**src/rtl/i2c_burst_master.sv**
```systemverilog
// rtl/i2c_burst_master.sv - Parametrised byte-burst I2C master (START, addr+R/W, 0..MAX_BYTES data, STOP)
//
// Purpose: issues one I2C transaction per accepted start: START, {addr,rw}, a write or read stream of
// up to MAX_BYTES bytes, then STOP. Address/data NACKs from the slave are reported on nack_o.
// Ports:
//   clk_i, rst_ni           clock, asynchronous active-low reset
//   start_i                 begin transaction (sampled only while idle)
//   addr_i, rw_i            7-bit slave address and direction (1 = read), latched at start
//   num_bytes_i             data byte count, latched at start, clamped to MAX_BYTES
//   wr_data_i / wr_ready_o  write byte and its one-cycle "sampled" pulse
//   rd_data_o / rd_valid_o  last received byte and its one-cycle update pulse
//   busy_o, done_o, nack_o  transaction status; nack_o is valid with done_o and held until next start
//   i2c_scl_o               SCL, push-pull
//   i2c_sda_out_o           SDA drive value (always 0, open-drain)
//   i2c_sda_in_i            SDA pin readback
//   i2c_sda_dir_o           1 = pull SDA low, 0 = release
module i2c_burst_master #(
    parameter int CLK_DIV   = 50,
    parameter int MAX_BYTES = 16,
    localparam int CW = $clog2(MAX_BYTES + 1)
) (
    input  logic          clk_i,
    input  logic          rst_ni,
    input  logic          start_i,
    input  logic [6:0]    addr_i,
    input  logic          rw_i,
    input  logic [CW-1:0] num_bytes_i,
    input  logic [7:0]    wr_data_i,
    output logic          wr_ready_o,
    output logic [7:0]    rd_data_o,
    output logic          rd_valid_o,
    output logic          busy_o,
    output logic          done_o,
    output logic          nack_o,
    output logic          i2c_scl_o,
    output logic          i2c_sda_out_o,
    input  logic          i2c_sda_in_i,
    output logic          i2c_sda_dir_o
);
    localparam int DW = (CLK_DIV > 1) ? $clog2(CLK_DIV) : 1;

    typedef enum logic [3:0] {
        IDLE, START, ADDR, ADDR_ACK, WRITE, WRITE_ACK, READ, READ_ACK, STOP
    } state_e;

    state_e        state_q, state_d;
    logic [DW-1:0] div_q, div_d;
    logic [1:0]    qtr_q, qtr_d;
    logic [2:0]    bit_q, bit_d;
    logic [7:0]    sh_q, sh_d;
    logic [CW-1:0] cnt_q, cnt_d;
    logic          rw_q, rw_d;
    logic          ack_q, ack_d;
    logic          busy_q, busy_d;
    logic          done_q, done_d;
    logic          nack_q, nack_d;
    logic          wr_ready_q, wr_ready_d;
    logic          rd_valid_q, rd_valid_d;
    logic [7:0]    rd_data_q, rd_data_d;
    logic          sda_meta_q, sda_sync_q;
    logic          tick, phase_end, sample;

    always_ff @(posedge clk_i or negedge rst_ni) begin
        if (!rst_ni) begin
            state_q    <= IDLE;
            div_q      <= '0;
            qtr_q      <= '0;
            bit_q      <= '0;
            sh_q       <= '0;
            cnt_q      <= '0;
            rw_q       <= 1'b0;
            ack_q      <= 1'b0;
            busy_q     <= 1'b0;
            done_q     <= 1'b0;
            nack_q     <= 1'b0;
            wr_ready_q <= 1'b0;
            rd_valid_q <= 1'b0;
            rd_data_q  <= '0;
            sda_meta_q <= 1'b1;
            sda_sync_q <= 1'b1;
        end else begin
            state_q    <= state_d;
            div_q      <= div_d;
            qtr_q      <= qtr_d;
            bit_q      <= bit_d;
            sh_q       <= sh_d;
            cnt_q      <= cnt_d;
            rw_q       <= rw_d;
            ack_q      <= ack_d;
            busy_q     <= busy_d;
            done_q     <= done_d;
            nack_q     <= nack_d;
            wr_ready_q <= wr_ready_d;
            rd_valid_q <= rd_valid_d;
            rd_data_q  <= rd_data_d;
            sda_meta_q <= i2c_sda_in_i;
            sda_sync_q <= sda_meta_q;
        end
    end

    assign tick      = busy_q && (div_q == DW'(CLK_DIV - 1));
    assign phase_end = tick && (qtr_q == 2'd3);
    // SDA is read at the end of q2, while SCL is high and the slave's data is settled.
    assign sample    = tick && (qtr_q == 2'd2);

    always_comb begin
        state_d    = state_q;
        div_d      = div_q;
        qtr_d      = qtr_q;
        bit_d      = bit_q;
        sh_d       = sh_q;
        cnt_d      = cnt_q;
        rw_d       = rw_q;
        ack_d      = ack_q;
        busy_d     = busy_q;
        done_d     = 1'b0;
        nack_d     = nack_q;
        wr_ready_d = 1'b0;
        rd_valid_d = 1'b0;
        rd_data_d  = rd_data_q;

        if (busy_q) div_d = tick ? '0 : div_q + 1'b1;
        if (tick)   qtr_d = qtr_q + 2'd1;

        case (state_q)
            IDLE: if (start_i) begin
                state_d = START;
                busy_d  = 1'b1;
                nack_d  = 1'b0;
                sh_d    = {addr_i, rw_i};
                rw_d    = rw_i;
                cnt_d   = (num_bytes_i > CW'(MAX_BYTES)) ? CW'(MAX_BYTES) : num_bytes_i;
                div_d   = '0;
                qtr_d   = '0;
                bit_d   = '0;
            end
            START: if (phase_end) state_d = ADDR;
            ADDR, WRITE: if (phase_end) begin
                bit_d = bit_q + 3'd1;
                if (bit_q == 3'd7) state_d = (state_q == ADDR) ? ADDR_ACK : WRITE_ACK;
                else               sh_d    = {sh_q[6:0], 1'b0};
            end
            ADDR_ACK, WRITE_ACK: begin
                if (sample) ack_d = sda_sync_q;
                if (phase_end) begin
                    if (state_q == WRITE_ACK) cnt_d = cnt_q - CW'(1);
                    if (ack_q) begin
                        nack_d  = 1'b1;
                        state_d = STOP;
                    end else if ((state_q == ADDR_ACK && cnt_q == '0) ||
                                 (state_q == WRITE_ACK && cnt_q == CW'(1))) begin
                        state_d = STOP;
                    end else if (rw_q) begin
                        state_d = READ;
                    end else begin
                        state_d    = WRITE;
                        sh_d       = wr_data_i;
                        wr_ready_d = 1'b1;
                    end
                end
            end
            READ: begin
                if (sample) sh_d = {sh_q[6:0], sda_sync_q};
                if (phase_end) begin
                    bit_d = bit_q + 3'd1;
                    if (bit_q == 3'd7) begin
                        state_d    = READ_ACK;
                        rd_data_d  = sh_q;
                        rd_valid_d = 1'b1;
                    end
                end
            end
            READ_ACK: if (phase_end) begin
                cnt_d   = cnt_q - CW'(1);
                state_d = (cnt_q == CW'(1)) ? STOP : READ;
            end
            STOP: if (phase_end) begin
                state_d = IDLE;
                busy_d  = 1'b0;
                done_d  = 1'b1;
            end
            default: state_d = IDLE;
        endcase
    end

    // Bus pins decoded from the registered phase; q0/q1 hold SCL low, q2/q3 high.
    always_comb begin
        i2c_scl_o     = 1'b1;
        i2c_sda_dir_o = 1'b0;
        case (state_q)
            START: i2c_sda_dir_o = qtr_q[1];
            ADDR, WRITE: begin
                i2c_scl_o     = qtr_q[1];
                i2c_sda_dir_o = ~sh_q[7];
            end
            ADDR_ACK, WRITE_ACK, READ: i2c_scl_o = qtr_q[1];
            READ_ACK: begin
                i2c_scl_o     = qtr_q[1];
                i2c_sda_dir_o = (cnt_q != CW'(1));   // NACK the final byte
            end
            STOP: begin
                i2c_scl_o     = qtr_q[1];
                i2c_sda_dir_o = (qtr_q != 2'd3);
            end
            default: ;
        endcase
    end

    assign i2c_sda_out_o = 1'b0;
    assign wr_ready_o    = wr_ready_q;
    assign rd_valid_o    = rd_valid_q;
    assign rd_data_o     = rd_data_q;
    assign busy_o        = busy_q;
    assign done_o        = done_q;
    assign nack_o        = nack_q;

endmodule

```
**config.mk**
```make
export PLATFORM = sky130hd
export DESIGN_NAME = i2c_burst_master
export DESIGN_NICKNAME = d
export VERILOG_FILES = /design/src/rtl/i2c_burst_master.sv
export SDC_FILE = /design/constraint.sdc
export NUM_CORES = 1
export LEC_CHECK = 0
export CAP_MARGIN = 20
export CORE_ASPECT_RATIO = 0.9
export CORE_MARGIN = 4
export CORE_UTILIZATION = 30
export DETAILED_ROUTE_END_ITERATION = 8
export PLACE_DENSITY_LB_ADDON = 0.2
export SYNTH_ARGS = -nofsm -noshare
export SYNTH_HDL_FRONTEND = slang
export SYNTH_SLANG_ARGS = --single-unit
export TNS_END_PERCENT = 1
```
**constraint.sdc**
```tcl
create_clock -name clk_i -period 2.2 [get_ports clk_i]
set_input_delay 0.22 -clock clk_i [delete_from_list [all_inputs] [get_ports clk_i]]
set_output_delay 0.22 -clock clk_i [all_outputs]
set_load 0.05 [all_outputs]
```
==> impl_metrics.json <==
{
  "use_met3": 0.0276,
  "synth-warning-count": 0,
  "gp_congestion": 0.745,
  "status": "finished clean",
  "powerDensity_mw_per_mm2": 1270,
  "cts_setup_buffers": 0,
  "finalWirelength_mm": 5.75,
  "drive_gt1_frac": 0.157,
  "min_path_cells": 1,
  "end_kind": "output pin",
  "combPwrFrac": 0.523,
  "hold_viol_final": 0,
  "crit_type": "reg2out",
  "hold_class": "in2reg",
  "core_sq_mm": 0.00773,
  "whs_ns": 0.323,
  "relSlewSlack": 0.659,
  "synthCells": 245,
  "vias": 1960,
  "pwr-share-clk": 0.138,
  "mostFrequentLayoutCells": "dfrtp_1 (42), clkdlybuf4s50_1 (36), nor2_1 (27)",
  "wire_per_inst_microns": 14.8,
  "cts_root_buf": "clkbuf_8",
  "syn_nets": 279,
  "r2r_end": "state_q[0]",
  "layout.cells.most_common": "dfrtp_1",
  "dieArea_sq_mm": 0.00962,
  "fin_crit_sh": 0.933,
  "tns_ns": 0,
  "intPower_uw": 2240,
  "seq_area_frac_synth": 0.464,
  "clkLatencyLatePin_ns": 0.31,
  "grt_pass1_wl_mm": 9.43,
  "min_to": "sda_meta_q",
  "grtUsageMet1": 0.181,
  "ys_types": 53,
  "cts_sinks": 45,
  "crit_required_ns": 1.98,
  "drc": 0,
  "die_x_microns": 103,
  "gr-total-overflow": 0,
  "worstSetupStartpointType": "flop",
  "cts_buffer_depth": 2,
  "netlist_area_sq_mm": 0.00243,
  "slew_violations": 0,
  "initial_core_util": 0.315,
  "crit_fanout": 12,
  "synthFlopType": "dfrtp_1",
  "grt_max_degree": 26,
  "drv_cap": 0,
  "fin_skew_ns": 0.0134,
  "num_rows": 30,
  "worstMarginPinSlew_ns": 0.511,
  "use_met2": 0.189,
  "synthArstFlopShare": 1.00,
  "first_iter_violations": 100,
  "p_leak_uw": 0.00141,
  "clk_pin_slew_ns": 0.10,
  "dp_hpwl_mm": 4.20,
  "synth_top_area_cell": "dfrtp_1",
  "rr_startpoint": "state_q[2]",
  "worst_r2r_path_depth": 5,
  "period_minus_slack_ns": 2.05,
  "final_antenna_net_count": 0,
  "final-setup-viol-count": 0,
  "min_from": "i2c_sda_in_i",
  "busiest_layer": "met2",
  "rsz0062_at_grt": "no",
  "syn_area_per_cell_sq_um": 9.93,
  "ioPinCount": 41,
  "antenna_found_initial": 0,
  "port_buffers": 39,
  "yosys.area.top_type_share": 0.442,
  "die_h_microns": 93.4,
  "via_per_inst": 5.04,
  "cp.arrival_ns": 1.83,
  "netSwitchingFraction": 0.436,
  "r2r_setup_slack_ns": 0.31,
  "finalNetCount": 326,
  "dr.pass1.iters": 5,
  "htreeDepth": 2,
  "synth_area_leaders": "dfrtp_1 (44%), ha_1 (4.6%), mux2_2 (4.6%)",
  "diodes": 0,
  "ys_ff_latch": 45,
  "track_usage": 0.125,
  "max_freq_mhz": 487,
  "first_global_vias": 1938,
  "power_frac_seq": 0.338,
  "syn_to_final_growth_pct": 27.9,
  "synth_edf_count": 0,
  "ir_worst_vdd_mv": 0.686,
  "numCtsBuffers": 5,
  "cts_tree": "done",
  "switchingPower_uw": 1730
}
[critical path, stage by stage (launching register included)]
cell,delay (ns)
dfrtp_2,0.51
or2_1,0.32
nor2_1,0.19
nand2_1,0.12
o21ai_0,0.10
nand2_1,0.12
buf_12,0.16
[sequential cells by signal (all words and copies together) (netlist names), 2 cells and up]
name and flops:
rd_data_o 8, sh_q 8, div_q 6, cnt_q 5, state_q 4, bit_q 3
qtr_q 2
[what timing repair did]
item                                    CTS  global route
hold buffers                              1             0
endpoints found under the hold margin    20             0
endpoints found under the setup margin    0             2
resized for setup                         0             2
[layer usage]
metal  up-vias  routed length, microns  part of all wire
met4         0                      17            0.0030
met5         -                       0                 0
met1       955                    2700              0.47
met2        51                    2610              0.45
met3         2                     420             0.073
li1        952                       -                 -
[cells by family (layout without fill, tap and decap cells)]
family | Yosys count | after routing | synth area share
fa+ha+maj | 9 | 9 | 0.0463
other cells | 1 | 1 | 0.00154
flops | 45 | 45 | 0.464
mux | 20 | 20 | 0.0874
compound gates | 49 | 49 | 0.141
xor+xnor | 8 | 8 | 0.0288
simple gates | 83 | 83 | 0.180
buf+inv | 30 | 78 | 0.0509
[Yosys cell counts, drive strengths merged (2+ instances only)]
cell type	count
a211oi	2
a21oi	6
a222oi	7
a22oi	3
a31oi	5
and2	3
and3	3
buf	6
clkbuf	5
dfrtp	43
dfstp	2
ha	9
inv	19
mux2	10
mux2i	10
nand2	20
nand2b	5
nand3	6
nand4	3
nor2	29
nor3	6
o21ai	13
o22ai	3
or2	2
xnor2	5
xor2	3
[power groups by stage]
stage	combinational, uW	clock, uW	sequential [uW]
after global placement	2060	0	1350
final	2070	548	1340
after floorplan	1460	0	1300
after CTS	2090	573	1330
after detailed placement	2070	0	1350
after global routing	2330	604	1380
[cell type report]
| cell class | instances | area [sq um] |
|---|---|---|
| clock inverter | 3 | 25.0 |
| clock buffer | 5 | 68.8 |
| sequential | 45 | 1130 |
| multi-input combinational | 170 | 1190 |
| inverter | 19 | 71.3 |
| tap | 96 | 120 |
| timing repair buffer | 51 | 510 |
| fill | 784 | 4620 |
[how the worst max path moves through the flow]
| stage | from | end | slack, ns | cells after the start |
|---|---|---|---|---|
| 6_report | state_q[2] | i2c_scl_o | 0.15 | 6 |
| 2_1_floorplan | busy_o | cnt_q[0] | 0.15 | 6 |
| 3_5_place_dp | start_i | cnt_q[0] | 0.24 | 7 |
| 4_1_cts | state_q[2] | i2c_sda_dir_o | 0.03 | 7 |
| 3_3_place_gp | start_i | cnt_q[0] | 0.25 | 7 |
| 5_1_grt | state_q[2] | i2c_scl_o | 0.05 | 6 |
[per-stage QoR]
| step | total power [uW] | setup slack (ns) | cell area, sq um | utilization | instances |
|---|---|---|---|---|---|
| global placement | 3410 | 0.247 | 3000 | 0.388 | 380 |
| floorplan | 2750 | 0.152 | 2430 | - | 245 |
| finish | 3960 | 0.148 | 3110 | 0.403 | 389 |
| detailed placement | 3420 | 0.237 | 3000 | 0.388 | 380 |
| CTS | 3990 | 0.0266 | 3110 | 0.402 | 389 |
| global route | 4320 | 0.0467 | 3110 | 0.403 | 389 |
Power figures use the tool's default switching activity.
